==> config.mk <==
export PLATFORM = sky130hd
export DESIGN_NAME = multi_cycle_control
export DESIGN_NICKNAME = d
export VERILOG_FILES = /design/src/rtl/multi_cycle_control.sv
export SDC_FILE = /design/constraint.sdc
export NUM_CORES = 1
export LEC_CHECK = 0
export CORE_MARGIN = 5
export CORE_UTILIZATION = 40
export DETAILED_ROUTE_END_ITERATION = 7
export GPL_TIMING_DRIVEN = 0
export PLACE_DENSITY = 0.79
export SYNTH_ARGS = -nofsm -noshare
export SYNTH_HDL_FRONTEND = slang
export SYNTH_SLANG_ARGS = --single-unit
==> constraint.sdc <==
create_clock -name CLK -period 1.62 [get_ports CLK]
set_input_delay 0.162 -clock CLK [delete_from_list [all_inputs] [get_ports CLK]]
set_output_delay 0.162 -clock CLK [all_outputs]
set_load 0.01 [all_outputs]
==> src/rtl/multi_cycle_control.sv <==
// multi_cycle_control: control unit of a multi-cycle MIPS-like CPU.
// A single state register walks each instruction through IF/ID/EXE/MEM/WB.
// Every strobe and select is a combinational function of the current state
// and opCode. Reset forces state and all outputs to zero at once.
//
// Ports:
//   CLK, Reset      clock; asynchronous active-high reset
//   opCode[5:0]     instruction opcode, stable from ID until the next IF
//   zero, sign      ALU flags (sign is not used by this block)
//   PCWre, IRWre, InsMemRW, RegWre, mRD, mWR    write/read strobes
//   ALUSrcA, ALUSrcB, DBDataSrc, RegDst, ExtSel datapath selects
//   PCSrc[1:0]      00 PC+4, 01 branch target, 10 jump target
//   ALUOp[2:0]      000 add, 001 sub, 010 sll, 011 or, 100 and, 101 slt
//   state[3:0]      current FSM state for debug
module multi_cycle_control #(
  parameter logic [5:0] HALT_OP = 6'b111111
) (
  input  logic       CLK,
  input  logic       Reset,
  input  logic [5:0] opCode,
  input  logic       zero,
  input  logic       sign,
  output logic       PCWre,
  output logic       IRWre,
  output logic       InsMemRW,
  output logic       RegWre,
  output logic       mRD,
  output logic       mWR,
  output logic       ALUSrcA,
  output logic       ALUSrcB,
  output logic       DBDataSrc,
  output logic       RegDst,
  output logic       ExtSel,
  output logic [1:0] PCSrc,
  output logic [2:0] ALUOp,
  output logic [3:0] state
);

  typedef enum logic [3:0] {
    S_IF     = 4'b0000,
    S_ID     = 4'b0001,
    S_EXE_LS = 4'b0010,
    S_MEM    = 4'b0011,
    S_WB_L   = 4'b0100,
    S_EXE_BR = 4'b0101,
    S_EXE_AL = 4'b0110,
    S_WB_AL  = 4'b0111,
    S_HALT   = 4'b1000
  } state_t;

  state_t state_q, state_d;

  // sign is part of the interface but carries no function here.
  logic sign_unused;
  assign sign_unused = sign;

  // Opcode decode
  logic       is_al, is_ls, is_lw, is_br, is_beq, is_j, is_halt;
  logic       dec_srca, dec_srcb, dec_regdst, dec_ext;
  logic [2:0] dec_aluop;

  always_comb begin
    is_al      = 1'b0;
    is_ls      = 1'b0;
    is_lw      = 1'b0;
    is_br      = 1'b0;
    is_beq     = 1'b0;
    is_j       = 1'b0;
    dec_srca   = 1'b0;
    dec_srcb   = 1'b0;
    dec_regdst = 1'b0;
    dec_ext    = 1'b1;
    dec_aluop  = 3'b000;
    case (opCode)
      6'b000000: begin is_al = 1'b1; dec_regdst = 1'b1; dec_aluop = 3'b000; end // add
      6'b000001: begin is_al = 1'b1; dec_regdst = 1'b1; dec_aluop = 3'b001; end // sub
      6'b000010: begin is_al = 1'b1; dec_srcb   = 1'b1; dec_aluop = 3'b000; end // addi
      6'b010000: begin is_al = 1'b1; dec_regdst = 1'b1; dec_aluop = 3'b011; end // or
      6'b010001: begin is_al = 1'b1; dec_regdst = 1'b1; dec_aluop = 3'b100; end // and
      6'b010010: begin                                                         // ori
        is_al = 1'b1; dec_srcb = 1'b1; dec_ext = 1'b0; dec_aluop = 3'b011;
      end
      6'b011000: begin                                                         // sll
        is_al = 1'b1; dec_regdst = 1'b1; dec_srca = 1'b1; dec_aluop = 3'b010;
      end
      6'b011100: begin is_al = 1'b1; dec_srcb = 1'b1; dec_aluop = 3'b101; end  // slti
      6'b100110: begin is_ls = 1'b1; dec_srcb = 1'b1; end                      // sw
      6'b100111: begin is_ls = 1'b1; is_lw = 1'b1; dec_srcb = 1'b1; end        // lw
      6'b110000: begin is_br = 1'b1; is_beq = 1'b1; dec_aluop = 3'b001; end    // beq
      6'b110001: begin is_br = 1'b1; dec_aluop = 3'b001; end                   // bne
      6'b111000: is_j = 1'b1;                                                  // j
      default: ;
    endcase
  end

  assign is_halt = (opCode == HALT_OP);

  // Next state
  always_comb begin
    state_d = S_IF;
    case (state_q)
      S_IF:     state_d = S_ID;
      S_ID: begin
        if (is_j)         state_d = S_IF;
        else if (is_halt) state_d = S_HALT;
        else if (is_br)   state_d = S_EXE_BR;
        else if (is_ls)   state_d = S_EXE_LS;
        else if (is_al)   state_d = S_EXE_AL;
        else              state_d = S_IF;   // undefined opcode: 2-cycle nop
      end
      S_EXE_AL: state_d = S_WB_AL;
      S_WB_AL:  state_d = S_IF;
      S_EXE_BR: state_d = S_IF;
      S_EXE_LS: state_d = S_MEM;
      S_MEM:    state_d = is_lw ? S_WB_L : S_IF;
      S_WB_L:   state_d = S_IF;
      S_HALT:   state_d = S_HALT;
      default:  state_d = S_IF;
    endcase
  end

  always_ff @(posedge CLK or posedge Reset) begin
    if (Reset) state_q <= S_IF;
    else       state_q <= state_d;
  end

  assign state = state_q;

  // Outputs. Reset gates everything because state_q==IF would otherwise
  // raise IRWre/InsMemRW while Reset is still held.
  always_comb begin
    PCWre     = 1'b0;
    IRWre     = 1'b0;
    InsMemRW  = 1'b0;
    RegWre    = 1'b0;
    mRD       = 1'b0;
    mWR       = 1'b0;
    ALUSrcA   = 1'b0;
    ALUSrcB   = 1'b0;
    DBDataSrc = 1'b0;
    RegDst    = 1'b0;
    ExtSel    = 1'b0;
    PCSrc     = 2'b00;
    ALUOp     = 3'b000;
    if (!Reset) begin
      // Per-opcode selects hold from EXE through the last state of the instr.
      if (state_q inside {S_EXE_LS, S_MEM, S_WB_L, S_EXE_BR, S_EXE_AL, S_WB_AL}) begin
        ALUSrcA = dec_srca;
        ALUSrcB = dec_srcb;
        RegDst  = dec_regdst;
        ExtSel  = dec_ext;
        ALUOp   = dec_aluop;
      end
      case (state_q)
        S_IF: begin
          InsMemRW = 1'b1;
          IRWre    = 1'b1;
        end
        S_ID: begin
          if (is_j) begin
            PCWre = 1'b1;
            PCSrc = 2'b10;
          end else if (!is_halt && !is_br && !is_ls && !is_al) begin
            PCWre = 1'b1;
          end
        end
        S_EXE_BR: begin
          PCWre = 1'b1;
          if ((is_beq && zero) || (!is_beq && !zero)) PCSrc = 2'b01;
        end
        S_MEM: begin
          if (is_lw) mRD = 1'b1;
          else begin
            mWR   = 1'b1;
            PCWre = 1'b1;
          end
        end
        S_WB_L: begin
          mRD       = 1'b1;
          DBDataSrc = 1'b1;
          RegWre    = 1'b1;
          PCWre     = 1'b1;
        end
        S_WB_AL: begin
          RegWre = 1'b1;
          PCWre  = 1'b1;
        end
        default: ;
      endcase
    end
  end

endmodule

==> results of run 1 <==
## cell type report
class                           instances  area [um2]
Sequential cell                         4       103.9
Timing Repair Buffer                   37       281.5
Inverter                                3       13.76
Buffer                                  8       78.83
Multi-Input combinational cell         79       605.6
Tap cell                               16       20.02
Fill cell                             133       380.4
Clock buffer                            3       22.52
## placed cells by master, fill, tap and decap left out, drive strengths merged, types with 5 or more instances in the layout
cell type      instances
a21oi                  6
buf                   24
clkbuf                 9
clkdlybuf4s50          5
dlygate4sd2            7
nand2                  9
nor2                  11
nor3                   6
o21ai                  6
## timing repair
item,CTS,global route
endpoints found under the setup margin,17,14
pin swaps,6,7
resized for setup,84,18
setup buffers,6,5
## power by group through the flow
stage / clock [W] / sequential (W) / combinational [W]
2_1_floorplan: 0 / 0.000168 / 0.000322
3_3_place_gp: 0 / 0.000163 / 0.000535
3_5_place_dp: 0 / 0.000163 / 0.000542
4_1_cts: 0.000126 / 0.000167 / 0.000636
5_1_grt: 0.000144 / 0.000176 / 0.000818
6_report: 0.000126 / 0.000168 / 0.000760
## worst max-delay path by stage
stage / end / startpoint / slack (ns) / depth (start not counted)
2_1_floorplan: ALUSrcA / state[3] / -0.02 / 4
3_3_place_gp: ALUOp[1] / Reset / -0.80 / 6
3_5_place_dp: ALUOp[1] / Reset / -0.82 / 6
4_1_cts: ALUOp[1] / state[3] / -0.11 / 5
5_1_grt: ALUOp[1] / state[3] / -0.17 / 5
6_report: ALUOp[1] / state[3] / -0.10 / 5
## stage by stage
step | total power (W) | hold slack, ns
floorplan | 0.0004900 | -0.07192
global placement | 0.0006979 | 0.4216
detailed placement | 0.0007050 | 0.4317
CTS | 0.0009296 | 0.01446
global route | 0.001138 | 0.04517
finish | 0.001054 | 0.02562
## Yosys cell counts (2+ instances only)
| cell | n | area [um2] |
|---|---|---|
| a21oi_1 | 6 | 30.03 |
| a31oi_1 | 3 | 18.77 |
| buf_2 | 3 | 15.01 |
| buf_4 | 2 | 15.01 |
| clkbuf_1 | 2 | 7.510 |
| dfrtp_1 | 4 | 100.1 |
| inv_1 | 3 | 11.26 |
| mux2i_1 | 2 | 20.02 |
| nand2_1 | 9 | 33.78 |
| nand2b_1 | 4 | 25.02 |
| nand3_1 | 4 | 20.02 |
| nor2_1 | 11 | 41.29 |
| nor2b_1 | 2 | 12.51 |
| nor3_1 | 6 | 30.03 |
| nor4b_1 | 2 | 17.52 |
| o21ai_0 | 5 | 25.02 |
| or2_2 | 2 | 12.51 |
| or4_1 | 2 | 15.01 |
## critical path, delay by kind of cell, from the launching register on
family	cells	cell delay [ns]
AND/OR/NAND/NOR	2	0.55
buffers and inverters	1	0.14
flip-flops	1	0.42
AO/OA/AOI/OAI	2	0.21
## cell families (layout without fill, tap and decap cells)
kind of cell           count (synthesis)  in the layout  share of synthesized area (%)
buffers and inverters                 11             51                          9.392
AND/OR/NAND/NOR                       53             53                          46.58
XOR/XNOR                               1              1                          1.370
flip-flops                             4              4                          15.66
multiplexers                           2              2                          3.131
AO/OA/AOI/OAI                         23             23                          23.88
## per-layer routing
metal / up-vias / wire length, um / GRT usage (%)
met2: 54 / 1216 / 30.13
met5: - / 0 / 0
met4: 0 / 96 / 7.860
li1: 431 / - / -
met3: 14 / 212 / 4.819
met1: 411 / 954 / 21.94
==> run_results.csv, run 1 <==
group,metric,value,unit
outcome,status,"finished, violations left",
outcome,violations,"setup timing",
critical_path,crit_chain,"nor2_4 > o21ai_4 > or4_4 > a21oi_2 > buf_2",
clock_tree,cts_tree,"done",
placed_design,place_congestion,0.8435,
placed_design,port_buffers,26,
finish,fin_cells,150,
grt,antenna_found_initial,0,
grt,grt_usage,18.33,%
clock_tree,clock_sinks,4,
critical_path,reg2reg_from,"state[3]",
logic_synthesis,synth_edf_count,0,
clock_tree,clkTransAtPathRegs,0.04,ns
timing,finalHoldViolCount,0,
critical_path,crit_arrival,1.56,ns
power,power.switching,0.0004561,W
timing,relSlewSlack,79.87,%
clock_tree,clockBufferDepth,2,
clock_tree,postCtsHoldBufs,0,
placed_design,dp_worst_setup_slack,-0.8153,ns
floorplanning,core-area,1506,um2
routing,avgViaCountPerCell,6.067,
critical_path,path_class,"reg -> out",
floorplanning,fp.dieH,49.98,um
logic_synthesis,ys_ff_latch,4,
critical_path,crit_fanout,5,
timing,setup_viol,4,
power,p_clk_share,12.0,%
logic_synthesis,yosysWarnings,0,
grt,overflow,0,
floorplanning,dieWidth,49.98,um
routing,drt_iter0_drc,39,
finish,final_util,74.75,%
run,max_cap_viol_count,0,
timing,worst_pin_slew,0.3008,ns
placed_design,place_area,923.4,um2
finish,finalInstanceArea,1126,um2
clock_tree,clk-insertion-delay-late,0.24,ns
timing,rsz0062_at_grt,"true",
power,peakVddDrop,0.6656,mV
grt,first_global_vias,852,
routing,finalWirelength,2480,um
critical_path,start_kind,"flop",
min_path,hold_path.class,"in -> async",
timing,fin_crit_sh,106.4,%
finish,fin_nets,146,
placed_design,dpl.hpwl,1454,um
logic_synthesis,syn-num-nets,104,
floorplanning,ioPinCount,30,
clock_tree,cts.htree.levels,1,
logic_synthesis,avgSynthCellArea,6.802,um2
timing,drv_slew,0,
timing,finalCriticalPeriod,1.723,ns
routing,ant_nets,0,
finish,syn_to_final_growth,76.13,%
routing,wire_per_inst,16.53,um
logic_synthesis,yosysUniqueCellTypes,40,
power,p_sw_share,43.27,%
grt,grt_max_degree,11,
critical_path,reg2reg_slack,0.02,ns
finish,largest_reg_flops,4,
critical_path,slowest_delay,0.43,ns
floorplanning,floorplan.initialDensity,42.44,%
logic_synthesis,yosysSeqAreaShare,15.66,%
critical_path,ff2ff_path_depth,4,
grt,grt_pass1_wl,3781,um
critical_path,cp-end-kind,"primary output",
critical_path,r2r_end,"state[2]",
power,combPwrFrac,72.1,%
logic_synthesis,synthCells,94,
floorplanning,dieArea,2498,um2
timing,setup_slack,-0.1031,ns
routing,vias,910,
routing,drc,0,
finish,drive_gt1_share,48.51,%
power,pwr_density_cell,936.1,nW/um2
finish,num_antenna_cells,0,
power,leakagePower,0.4969,nW
routing,drtPass1Iterations,4,
placed_design,placedCellCount,136,
clock_tree,cts_buffers,3,
timing,fin_setup_tns,-0.3052,ns
power,seqPwrFrac,16.0,%
critical_path,required,1.46,ns
timing,fmax,580.4,MHz
logic_synthesis,async_reset_ff_share,100.0,%
timing,fin_skew,0.008971,ns
floorplanning,row_count,14,
critical_path,slowest_stage,"or4_4",
logic_synthesis,synth_area,639.4,um2
logic_synthesis,synth-main-ff-cell,"dfrtp_1",
clock_tree,root_buffer,"clkbuf_4",
power,internal_power,0.0005980,W
Power figures use the tool's default switching activity.
==> run 2, diff against run 1 <==
--- a/config.mk
+++ b/config.mk
@@ -7,6 +7,7 @@
 export LEC_CHECK = 0
 export CORE_MARGIN = 5
 export CORE_UTILIZATION = 40
+export CTS_BUF_LIST = sky130_fd_sc_hd__clkbuf_8
 export DETAILED_ROUTE_END_ITERATION = 7
 export GPL_TIMING_DRIVEN = 0
 export PLACE_DENSITY = 0.79
==> run_results.csv, run 2 (same netlist as run 1, synthesis figures left out) <==
group,metric,value,unit
clock_tree,clock_sinks,4,
power,p_sw_share,40.73,%
routing,drt_iter0_drc,19,
grt,overflow,0,
routing,vias,907,
grt,first_global_vias,870,
grt,grt_max_degree,11,
routing,finalWirelength,2390,um
critical_path,start_kind,"flop",
timing,fin_crit_sh,105.4,%
grt,antenna_found_initial,0,
routing,wl_met2,1205,um
timing,rsz0062_at_grt,"true",
timing,relSlewSlack,79.09,%
power,internal_power,0.0006503,W
finish,largest_reg_flops,4,
finish,mostFrequentLayoutCell,"buf_4",
timing,setup_slack,-0.08734,ns
finish,syn_to_final_growth,80.04,%
finish,final_cell_mix,"buf_4, nor2_1, nand2_1",
critical_path,reg2reg_from,"state[1]",
floorplanning,core-area,1506,um2
timing,setup_viol,3,
routing,drc,0,
power,pwr_density_cell,953.3,nW/um2
floorplanning,ioPinCount,30,
floorplanning,row_count,14,
routing,drtPass1Iterations,4,
clock_tree,clk-insertion-delay-late,0.22,ns
critical_path,ff2ff_path_depth,4,
timing,fin_setup_tns,-0.1714,ns
critical_path,path_class,"reg -> out",
critical_path,cp-end-kind,"primary output",
placed_design,place_congestion,0.8435,
floorplanning,fp.dieH,49.98,um
critical_path,r2r_end,"state[1]",
power,leakagePower,0.4928,nW
placed_design,dp_worst_setup_slack,-0.8153,ns
timing,finalCriticalPeriod,1.707,ns
finish,num_antenna_cells,0,
placed_design,dpl.hpwl,1454,um
timing,fin_skew,0.006362,ns
timing,worst_pin_slew,0.3096,ns
run,max_cap_viol_count,0,
clock_tree,root_buffer,"clkbuf_8",
finish,fin_nets,146,
timing,finalHoldViolCount,0,
placed_design,place_area,923.4,um2
clock_tree,clockBufferDepth,2,
floorplanning,dieArea,2498,um2
critical_path,crit_fanout,5,
power,p_clk_share,18.8,%
power,power.switching,0.0004470,W
floorplanning,floorplan.initialDensity,42.44,%
critical_path,crit_end,"ALUOp[1]",
floorplanning,dieWidth,49.98,um
power,combPwrFrac,64.4,%
routing,wl_met3,200,um
outcome,violations,"setup timing",
clock_tree,clkTransAtPathRegs,0.03,ns
finish,finalInstanceArea,1151,um2
timing,drv_slew,0,
power,seqPwrFrac,16.8,%
finish,drive_gt1_share,49.25,%
timing,fmax,585.7,MHz
critical_path,reg2reg_slack,0.02,ns
routing,top_layer_used,"met4",
clock_tree,cts_buffers,3,
critical_path,startpoint,"state[3]",
clock_tree,cts.htree.levels,1,
critical_path,required,1.46,ns
min_path,hold_path.class,"in -> async",
clock_tree,postCtsHoldBufs,0,
outcome,status,"finished, violations left",
placed_design,port_buffers,26,
clock_tree,cts_tree,"done",
grt,grt_usage,18.64,%
routing,avgViaCountPerCell,6.047,
critical_path,crit_arrival,1.55,ns
routing,ant_nets,0,
power,peakVddDrop,0.7126,mV
routing,wire_per_inst,15.93,um
routing,wl_met1,935,um
grt,grt_pass1_wl,3843,um
-- run 2: layer usage --
layer / up-vias / global-route usage [%]
met5: - / 0
li1: 431 / -
met2: 43 / 31.59
met1: 426 / 21.80
met3: 7 / 4.819
met4: 0 / 7.424
-- run 2: critical path, cell delays in order (launching register included) --
cell,delay (ns)
dfrtp_2,0.42
nor2_4,0.12
o21ai_4,0.09
or4_4,0.44
a21oi_2,0.12
buf_2,0.14
-- run 2: how the worst min path moves through the flow --
stage               endpoint  slack, ns  cells after the start   from
finish              state[2]       0.03                      2  Reset
global route        state[2]       0.07                      2  Reset
global placement    state[0]       0.42                      2  Reset
detailed placement  state[2]       0.43                      2  Reset
CTS                 state[2]       0.04                      2  Reset
floorplan           state[0]      -0.07                      1  Reset
-- run 2: layout make-up --
cell class | instances | area [um2]
plain buffers | 7 | 67.56
clock buffers | 3 | 41.29
fillers | 120 | 355.3
inverters | 3 | 13.76
multi-input cells | 79 | 604.3
flip-flops and latches | 4 | 105.1
well taps | 16 | 20.02
repair buffers | 38 | 299.0
-- run 2: timing repair --
| action | CTS | global route |
|---|---|---|
| pin swaps | 8 | 3 |
| setup endpoints to repair | 17 | 13 |
| buffers inserted | 10 | 2 |
| resized for setup | 84 | 16 |
-- run 2: through the flow --
step / power [W] / hold WS, ns / util [%] / instances
4_1_cts: 0.001018 / 0.03566 / 74.09 / 148
6_report: 0.001097 / 0.03147 / 76.41 / 150
5_1_grt: 0.001161 / 0.06751 / 76.41 / 150
3_5_place_dp: 0.0007050 / 0.4317 / 61.30 / 136
2_1_floorplan: 0.0004900 / -0.07192 / - / 94
3_3_place_gp: 0.0006979 / 0.4216 / 61.30 / 136
-- run 2: power by group through the flow --
stage	Sequential (W)	Clock, W	Combinational (W)
after floorplan	0.000168	0	0.000322
after global placement	0.000163	0	0.000535
after detailed placement	0.000163	0	0.000542
after CTS	0.000179	0.000210	0.000629
after global routing	0.000187	0.000224	0.000750
final	0.000184	0.000207	0.000707
